--- src/rtl/axi_ram_ctrl.sv ---
// axi_ram_ctrl: backend sequencer between the AXI slave channel FIFOs and a
// single-port synchronous RAM. Write and read bursts share the RAM port and
// are arbitrated round-robin at burst granularity.
module axi_ram_ctrl #(
  parameter  int C_AW      = 32,
  parameter  int C_ID      = 16,
  parameter  int C_DW      = 128,
  parameter  int C_OB      = 4,
  parameter  int C_RAM_AW  = 12,
  localparam int AX_INFO_W = C_ID + C_AW + 8 + 3 + 2
) (
  input  logic                      aclk_s,
  input  logic                      rst_n,
  input  logic                      awch_empty,
  input  logic [AX_INFO_W-1:0]      awch_info_i,
  output logic                      awch_pop,
  input  logic                      wch_empty,
  input  logic [C_DW+C_DW/8:0]      wch_info_i,
  output logic                      wch_pop,
  input  logic                      bch_full,
  output logic                      bch_push,
  output logic [C_ID+1:0]           bch_info_o,
  input  logic                      arch_empty,
  input  logic [AX_INFO_W-1:0]      arch_info_i,
  output logic                      arch_pop,
  input  logic                      rch_full,
  output logic                      rch_push,
  output logic [C_ID+C_DW+2:0]      rch_info_o,
  output logic                      ram_cs,
  output logic                      ram_we,
  output logic [C_RAM_AW-1:0]       ram_addr,
  output logic [C_DW-1:0]           ram_wdata,
  output logic [C_DW/8-1:0]         ram_wstrb,
  input  logic [C_DW-1:0]           ram_rdata
);

  localparam int ADDR_LSB = 13;
  localparam int ID_LSB   = 13 + C_AW;

  typedef enum logic [1:0] {IDLE, WR, WRESP, RD} state_t;

  state_t            state_q, state_d;
  logic              rr_last_rd;          // 1: most recent contended grant went to read
  logic [C_ID-1:0]   id_q;
  logic [C_AW-1:0]   addr_q, addr_nxt;
  logic [7:0]        len_q, cnt_q;
  logic [2:0]        size_q;
  logic [1:0]        burst_q;
  logic              decerr_q, slverr_q;
  logic              rd_vld_q, rd_last_q;

  logic [AX_INFO_W-1:0] ax_in;
  logic [C_AW-1:0]   in_addr;
  logic              both_pend, grant_wr, grant_rd, advance, last_beat;
  logic              wlast;
  logic [C_AW-1:0]   step, bound, incr_a, wrap_a;
  logic              wrap_ok;

  assign both_pend = !awch_empty && !arch_empty;
  assign grant_wr  = (state_q == IDLE) && !awch_empty && (arch_empty || rr_last_rd);
  assign grant_rd  = (state_q == IDLE) && !arch_empty && (awch_empty || !rr_last_rd);
  assign ax_in     = grant_wr ? awch_info_i : arch_info_i;
  assign in_addr   = ax_in[ADDR_LSB +: C_AW];
  assign last_beat = (cnt_q == len_q);
  assign wlast     = wch_info_i[C_DW + C_DW/8];

  // Next beat address for FIXED / INCR / WRAP; illegal wrap lengths and
  // the reserved burst code fall back to INCR.
  always_comb begin
    step     = C_AW'(1) << size_q;
    bound    = (C_AW'(len_q) + C_AW'(1)) << size_q;
    incr_a   = addr_q + step;
    wrap_a   = (addr_q & ~(bound - C_AW'(1))) | (incr_a & (bound - C_AW'(1)));
    wrap_ok  = (len_q == 8'd1) || (len_q == 8'd3) || (len_q == 8'd7) || (len_q == 8'd15);
    addr_nxt = incr_a;
    case (burst_q)
      2'b00:   addr_nxt = addr_q;
      2'b10:   addr_nxt = wrap_ok ? wrap_a : incr_a;
      default: addr_nxt = incr_a;
    endcase
  end

  // Next-state logic and FIFO/RAM strobes.
  always_comb begin
    state_d   = state_q;
    awch_pop  = 1'b0;
    arch_pop  = 1'b0;
    wch_pop   = 1'b0;
    bch_push  = 1'b0;
    ram_cs    = 1'b0;
    ram_we    = 1'b0;
    ram_addr  = '0;
    ram_wdata = '0;
    ram_wstrb = '0;
    advance   = 1'b0;
    case (state_q)
      IDLE: begin
        if (grant_wr) begin
          awch_pop = 1'b1;
          state_d  = WR;
        end else if (grant_rd) begin
          arch_pop = 1'b1;
          state_d  = RD;
        end
      end
      WR: begin
        if (!wch_empty) begin
          wch_pop = 1'b1;
          advance = 1'b1;
          if (!decerr_q) begin
            ram_cs    = 1'b1;
            ram_we    = 1'b1;
            ram_addr  = addr_q[C_OB +: C_RAM_AW];
            ram_wdata = wch_info_i[C_DW/8 +: C_DW];
            ram_wstrb = wch_info_i[C_DW/8-1:0];
          end
          if (last_beat) state_d = WRESP;
        end
      end
      WRESP: begin
        if (!bch_full) begin
          bch_push = 1'b1;
          state_d  = IDLE;
        end
      end
      RD: begin
        if (!rch_full) begin
          advance = 1'b1;
          if (!decerr_q) begin
            ram_cs   = 1'b1;
            ram_addr = addr_q[C_OB +: C_RAM_AW];
          end
          if (last_beat) state_d = IDLE;
        end
      end
      default: state_d = IDLE;
    endcase
  end

  // Burst context, beat counter, arbitration pointer and read pipeline stage.
  always_ff @(posedge aclk_s or negedge rst_n) begin
    if (!rst_n) begin
      state_q    <= IDLE;
      rr_last_rd <= 1'b1;
      id_q       <= '0;
      addr_q     <= '0;
      len_q      <= '0;
      size_q     <= '0;
      burst_q    <= '0;
      cnt_q      <= '0;
      decerr_q   <= 1'b0;
      slverr_q   <= 1'b0;
      rd_vld_q   <= 1'b0;
      rd_last_q  <= 1'b0;
    end else begin
      state_q   <= state_d;
      rd_vld_q  <= (state_q == RD) && !rch_full;
      rd_last_q <= (state_q == RD) && !rch_full && last_beat;
      if (grant_wr || grant_rd) begin
        id_q     <= ax_in[ID_LSB +: C_ID];
        addr_q   <= in_addr;
        len_q    <= ax_in[12:5];
        size_q   <= ax_in[4:2];
        burst_q  <= ax_in[1:0];
        cnt_q    <= '0;
        decerr_q <= (in_addr >> (C_OB + C_RAM_AW)) != '0;
        slverr_q <= 1'b0;
        if (both_pend) rr_last_rd <= grant_rd;
      end
      if (advance) begin
        addr_q <= addr_nxt;
        cnt_q  <= cnt_q + 8'd1;
        if ((state_q == WR) && (wlast != last_beat)) slverr_q <= 1'b1;
      end
    end
  end

  // Response formatting; the read-side context registers stay valid during
  // the final push because new burst info is only latched at the end of the
  // grant cycle it may overlap.
  always_comb begin
    bch_info_o = {id_q, decerr_q ? 2'b11 : (slverr_q ? 2'b10 : 2'b00)};
    rch_push   = rd_vld_q;
    rch_info_o = {id_q,
                  (rd_vld_q && !decerr_q) ? ram_rdata : {C_DW{1'b0}},
                  (rd_vld_q && decerr_q) ? 2'b11 : 2'b00,
                  rd_last_q};
  end

endmodule

--- config.mk ---
export PLATFORM = sky130hd
export DESIGN_NAME = axi_ram_ctrl
export DESIGN_NICKNAME = d
export VERILOG_FILES = /design/src/rtl/axi_ram_ctrl.sv
export SDC_FILE = /design/constraint.sdc
export NUM_CORES = 1
export LEC_CHECK = 0
export CORE_AREA = 2 2 282 284
export DETAILED_ROUTE_END_ITERATION = 10
export DIE_AREA = 0 0 284 286
export GPL_ROUTABILITY_DRIVEN = 0
export RECOVER_POWER = 100
export SYNTH_ARGS = -nofsm -noshare
export SYNTH_HDL_FRONTEND = slang
export SYNTH_SLANG_ARGS = --single-unit
--- constraint.sdc ---
create_clock -name aclk_s -period 3.1 [get_ports aclk_s]
set_input_delay 0.31 -clock aclk_s [delete_from_list [all_inputs] [get_ports aclk_s]]
set_output_delay 0.31 -clock aclk_s [all_outputs]
set_load 0.02 [all_outputs]
==> results.md, run 1 <==
- Status: complete, but fails checks
- Failing checks: capacitance limit, slew limit
- Library cells used by synthesis: 87
- Die Wd: 284 microns
- Post-synthesis async set-or-reset flop share: 100%
- Synth Area in Simple Gates: 40.0%
- CTS Buffer Depth: 2
- Die H: 286 microns
- Worst skew pair latency: 0.36 ns
- Via count: 10322
- Hold buffer count at cts: 0
- H-tree depth: 3
- Post-route clock skew: 0.00788 ns
- FF+latch count, synth: 60
- Post-DRT Antenna Nets: 0
- Crit Path Max Fanout: 43
- Crit. End Element: output port
- Synth area leader: and2_1
- DR DRC count: 0
- Final worst path period share: 95.9%
- TritonCTS clock tree: built
- Ports: 730
- Synth Area in Compound Gates: 17.8%
- Setup slack, reg-to-reg: 0.13 ns
- Synth Flop Type: dfrtp_1
- Largest net degree at the start of global routing: 127
- Yosys warns: 0
- Layout cells sized above 1: 7.35%
- Post-synth EDFFs: 0
- M3 GR Usage: 6.29%
- Hold Crit Class: register to register
- Total grt overflow: 0
- Power Density: 631 nW/um^2
- Post-CTS Setup Repair Bufs: 0
- Post-synthesis adder-cell area fraction: 2.36%
- Top Usage Layer GRT: met2
- Post-synthesis mux area share: 7.73%
- Post-DP HPWL: 61.8 mm
- Final Util: 20.5%
- Largest family of logic cells by synthesized area: simple AND/OR/NAND/NOR gates
- Root Driver: clkbuf_16
- I/O Buffers: 729
- Die area: 81200 sq um
- # setup viols final: 0
- XOR/XNOR Fraction of Synth Area: 3.86%
- Slew HR: -20.6%
- Wire length of the first global-routing pass: 88.7 mm
- Post-synthesis cell area: 7220 sq um
- Core area: 78400 sq um
- VDD IR max: 0.337 mV
- WL per Instance: 25.1 microns
- Reg clk slew, reported paths: 0.06 ns
- Commonest non-fill, non-tap cell in the layout: clkdlybuf4s50_1
- Area after DPL: 15800 sq um
- Sequential element share of the synthesized area: 20.8%
- RSZ-0062 raised after global routing: true
- Clock Sinks: 60
- Commonest cells after routing, fill and taps aside: clkdlybuf4s50_1, and2_1, dlygate4sd3_1
- Top cells by area, synth: and2_1, dfrtp_1, mux2i_1
- CP Class: register to output port
- Nets@finish: 2070
- # rows: 103
- Post-layout min period: 2.97 ns
- CP required: 2.79 ns
- Max Fclk: 0.336 GHz
- Area Growth Syn to Fin: 122%
- Number of max-cap violations: 1
- Routed wire length: 68.4 mm
- Avg Cell Area, Syn: 7.54 sq um
- Met2 Use GR: 26.7%
- CTS buffer count: 9
- Leak: 6.15 nW
- Global Route met1 Usage: 17.7%
- Hold Fails Final Rpt: 0
- Initial core utilization: 9.22%
- Startpoint Class: register
- Number of global-route vias before repair: 9887
- Initial DRC count: 752
- Post-synth top area share: 24.5%
- Arr. time, crit path: 2.66 ns
- Vias/cell: 3.79
- Final Max Slew Viols: 61
- Overall Global Routing Usage: 16.0%
- Fin area: 16100 sq um
- Worst slew pin tran: 1.81 ns
- DRT Pass-1 Iters: 5
- CTS-repair resized insts: 0
- Antenna violations before repair: 63
- Synth Net Count: 1373
- Syn Inst Count: 958
[per-stage QoR]
stage                     hold WS, ns  power [W]  setup WS [ns]  setup TNS, ns  cells
final                           0.472     0.0101          0.128              0   2721
after global placement          0.453    0.00904          0.173              0   2694
after detailed placement        0.463    0.00910          0.117              0   2694
after floorplan                0.0144    0.00594         0.0324              0    958
after CTS                       0.184     0.0103         0.0932              0   2710
after global routing            0.510     0.0109       -0.00628        -0.0125   2716
[cells by family after synthesis]
group / count (synthesis)
buffers and inverters: 107
multiplexers: 54
AND/OR/NAND/NOR: 509
AO/OA/AOI/OAI: 184
flip-flops: 60
adder cells (fa/ha/maj): 13
XOR/XNOR: 31
[worst paths after layout]
kind                                             start                     to  depth (start not counted)
worst max-delay path            state_q[0]$_DFFE_PN0P_               awch_pop                          4
worst min-delay path                slverr_q$_DFF_PN0_     slverr_q$_DFF_PN0_                          2
worst max register to register   size_q[0]$_DFFE_PN0P_               register                         12
worst min register to register      slverr_q$_DFF_PN0_     slverr_q$_DFF_PN0_                          2
max in group asynchronous                        rst_n  size_q[1]$_DFFE_PN0P_                          2
min in group asynchronous                        rst_n   id_q[12]$_DFFE_PN0P_                          2
[synth_stat cells, drive strengths merged, types with 6 or more instances]
master	count
and2	285
nand2	82
dfrtp	59
o21ai	52
clkbuf	49
nor2	46
buf	43
mux2i	43
a21oi	26
nand3	20
nor3	17
xnor2	16
inv	15
xor2	15
a211oi	14
a31oi	13
nor4	13
ha	12
mux2	11
o211ai	10
nor2b	8
a21o	7
nand4	7
and3	6
or2	6
[worst max-delay path, cell delays in order (launching register included)]
cell and delay [ns]:
dfrtp_1 0.42, clkbuf_1 0.22, nor4_1 0.53, buf_12 0.34, clkdlybuf4s50_1 0.69
[power by group]
part           internal (W)  switching (W)  leakage (nW)
Sequential          0.00115       0.000522         0.732
Clock              0.000627       0.000455         0.150
Combinational       0.00324        0.00415          5.27
[final cells by class]
cell class              count  area, sq um
inverters                  15         56.3
clock inverters             7         75.1
repair buffers            778         7600
flip-flops and latches     60         1510
fillers                  8851        62300
diodes                     11         27.5
multi-input cells         791         5260
well taps                1050         1310
clock buffers               9          225
[routing by layer]
metal  vias up  wire length (microns)
li1       4699                      -
met1      4772                  25500
met2       637                  31900
met3       174                   6890
met4        40                   3810
met5         -                    251
Power figures use the tool's default switching activity.
==> inputs of run 2 (changes only) <==
--- a/config.mk
+++ b/config.mk
@@ -6,6 +6,7 @@
 export NUM_CORES = 1
 export LEC_CHECK = 0
 export CORE_AREA = 2 2 282 284
+export CTS_CLUSTER_SIZE = 30
 export DETAILED_ROUTE_END_ITERATION = 10
 export DIE_AREA = 0 0 284 286
 export GPL_ROUTABILITY_DRIVEN = 0
==> results of run 2 <==
No change in the layout: final DEF, timing and power equal those of run 1.
==> inputs of run 3 (changes only) <==
--- a/config.mk
+++ b/config.mk
@@ -9,7 +9,6 @@
 export CTS_CLUSTER_SIZE = 30
 export DETAILED_ROUTE_END_ITERATION = 10
 export DIE_AREA = 0 0 284 286
-export GPL_ROUTABILITY_DRIVEN = 0
 export RECOVER_POWER = 100
 export SYNTH_ARGS = -nofsm -noshare
 export SYNTH_HDL_FRONTEND = slang
==> results.md, run 3 (same netlist as run 1, synthesis figures left out) <==
- Initial DRC count: 632 (-16%)
- Multi-input gate area: 5270 sq um (+0.12%)
- Commonest cells after routing, fill and taps aside: clkdlybuf4s50_1, dlygate4sd3_1, and2_1
- Crit Path Max Fanout: 40 (-7.0%)
- Combinational power share: 72.4% (-0.5 points)
- Switching Share: 50.6% (+0.083 points)
- Clk pwr share: 11.6% (+0.9 points)
- DR DRC count: 0 (unchanged)
- CP required: 2.79 ns (about the same)
- Number of global-route vias before repair: 9808 (-0.80%)
- Vias/cell: 3.74 (-1.4%)
- Final TNS setup: 0 ns (unchanged)
- Core area: 78400 sq um (unchanged)
- Root Driver: clkbuf_16
- Nets@finish: 2075 (+0.24%)
- Ports: 730 (unchanged)
- Hold Worst Slack: 0.473 ns (+0.000384 ns)
- Max Fclk: 0.336 GHz (-0.28%)
- CP Class: register to output port
- VDD IR max: 0.339 mV (+0.86%)
- Routed wire length: 68.9 mm (+0.81%)
- Final Max Slew Viols: 61 (unchanged)
- Post-layout min period: 2.98 ns (+0.00846 ns)
- Routed met3 length: 6.65 mm (-3.4%)
- Placer Congestion: 0.907
- Total grt overflow: 0 (unchanged)
- Commonest non-fill, non-tap cell in the layout: clkdlybuf4s50_1
- Worst skew pair latency: 0.37 ns (about the same)
- CTS buffer count: 9 (unchanged)
- Fill cells: 8899 (+0.54%)
- Reg clk slew, reported paths: 0.07 ns (about the same)
- Die Wd: 284 microns (unchanged)
- Via count: 10232 (-0.87%)
- Wire length of the first global-routing pass: 89.2 mm (+0.47%)
- RSZ-0062 raised after global routing: false
- Post-CTS Setup Repair Bufs: 0 (unchanged)
- Hold Crit Class: register to register
- Initial core utilization: 9.22% (unchanged)
- Status: complete, but fails checks
- Reg power frac: 16.0% (-0.5 points)
- # setup viols final: 0 (unchanged)
- Layout cells sized above 1: 7.63% (+0.28 points)
- Clock Sinks: 60 (unchanged)
- Overall Global Routing Usage: 16.1% (+0.14 points)
- Antenna violations before repair: 76 (+21%)
- Hold Fails Final Rpt: 0 (unchanged)
- Worst slew pin tran: 1.86 ns (+0.0467 ns)
- WL per Instance: 25.2 microns (+0.26%)
- Power Density: 636 nW/um^2 (+0.79%)
- Slew HR: -23.7% (-3.1 points)
- Psw: 0.00522 W (+1.8%)
- I/O Buffers: 729 (unchanged)
- CTS Buffer Depth: 2 (unchanged)
- # rows: 103 (unchanged)
- Met2 WL: 33.2 mm (+3.9%)
- Arr. time, crit path: 2.67 ns (about the same)
- DRT Pass-1 Iters: 5 (unchanged)
- Die H: 286 microns (unchanged)
- Number of max-cap violations: 1 (unchanged)
- Storage cell area: 1500 sq um (about the same)
- Area Growth Syn to Fin: 124%
- Largest net degree at the start of global routing: 125 (-1.6%)
- Met1 WL: 26.1 mm (+2.5%)
- Internal power: 0.00508 W (+1.5%)
- Post-route clock skew: 0.0150 ns (+0.00710 ns)
- Failing checks: capacitance limit, slew limit
- Post-DP HPWL: 62.1 mm (+0.56%)
- Startpoint Class: register
- Final worst path period share: 96.1% (+0.27 points)
- Leak: 6.85 nW (+11%)
- Post-DRT Antenna Nets: 0 (unchanged)
- TritonCTS clock tree: built
- Crit. End Element: output port
- Highest Signal Layer: met5
- Die area: 81200 sq um (unchanged)
- H-tree depth: 3 (unchanged)
run 3: cell types whose count changed in the layout (fill, tap and decap cells not counted), moves of 7 or more:
cell	previous run	this run
diode_2	11	21
buf_4	44	53
clkdlybuf4s50_1	619	431
clkbuf_1	22	15
and2_0	5	32
dlygate4sd3_1	83	274
and2_1	279	252
run 3: layout make-up:
cell class,instances,share of cell area (%)
clock inverters,7,0.610
inverters,15,0.348
repair buffers,783,47.4
multi-input cells,791,32.5
flip-flops and latches,60,9.28
diodes,21,0.324
clock buffers,9,1.39
well taps,1050,8.11
run 3: final timing paths:
| check | from | endpoint | slack [ns] | cells after the start |
|---|---|---|---|---|
| max in group asynchronous | rst_n | size_q[0]$_DFFE_PN0P_ | 1.33 | 2 |
| setup / recovery | state_q[1]$_DFFE_PN0P_ | ram_wdata[105] | 0.12 | 7 |
| hold reg to reg | slverr_q$_DFF_PN0_ | slverr_q$_DFF_PN0_ | 0.47 | 2 |
| min in group asynchronous | rst_n | id_q[13]$_DFFE_PN0P_ | 0.51 | 2 |
| hold / removal | slverr_q$_DFF_PN0_ | slverr_q$_DFF_PN0_ | 0.47 | 2 |
| setup reg to reg | size_q[1]$_DFFE_PN0P_ | register | 0.13 | 11 |
run 3: critical path: stages (launching register included):
cell and delay, ns:
dfrtp_1 0.45, nor2_1 0.11, nand2_1 0.18, nor2_4 0.15
buf_12 0.21, buf_12 0.21, and2_0 0.26, clkdlybuf4s50_1 0.67
run 3: stage by stage:
step | setup WS [ns] | power (W) | instance area (sq um) | utilization (%) | cells
2_1_floorplan | 0.0324 | 0.00594 | 7230 | - | 958
3_3_place_gp | 0.147 | 0.00919 | 15800 | 20.2 | 2699
3_5_place_dp | 0.0592 | 0.00922 | 15800 | 20.2 | 2699
4_1_cts | 0.0575 | 0.0105 | 16100 | 20.6 | 2715
5_1_grt | 0.00954 | 0.0110 | 16200 | 20.6 | 2724
6_report | 0.120 | 0.0103 | 16200 | 20.7 | 2736
run 3: timing repair:
item	in CTS	in global routing
hold buffers	0	0
resized for setup	0	12
setup endpoints to repair	0	11
run 3: power groups by stage:
stage | logic, W | clock network, W | registers (W)
final | 0.00745 | 0.00119 | 0.00165
after global routing | 0.00805 | 0.00127 | 0.00172
after CTS | 0.00758 | 0.00124 | 0.00166
after detailed placement | 0.00756 | 0 | 0.00166
after global placement | 0.00752 | 0 | 0.00167
after floorplan | 0.00443 | 0 | 0.00152
run 3: layer usage:
layer  track usage, %  vias up
met2             27.4      634
met3             6.52      155
met5                0        -
li1                 -     4719
met1             17.9     4682
met4             6.34       42
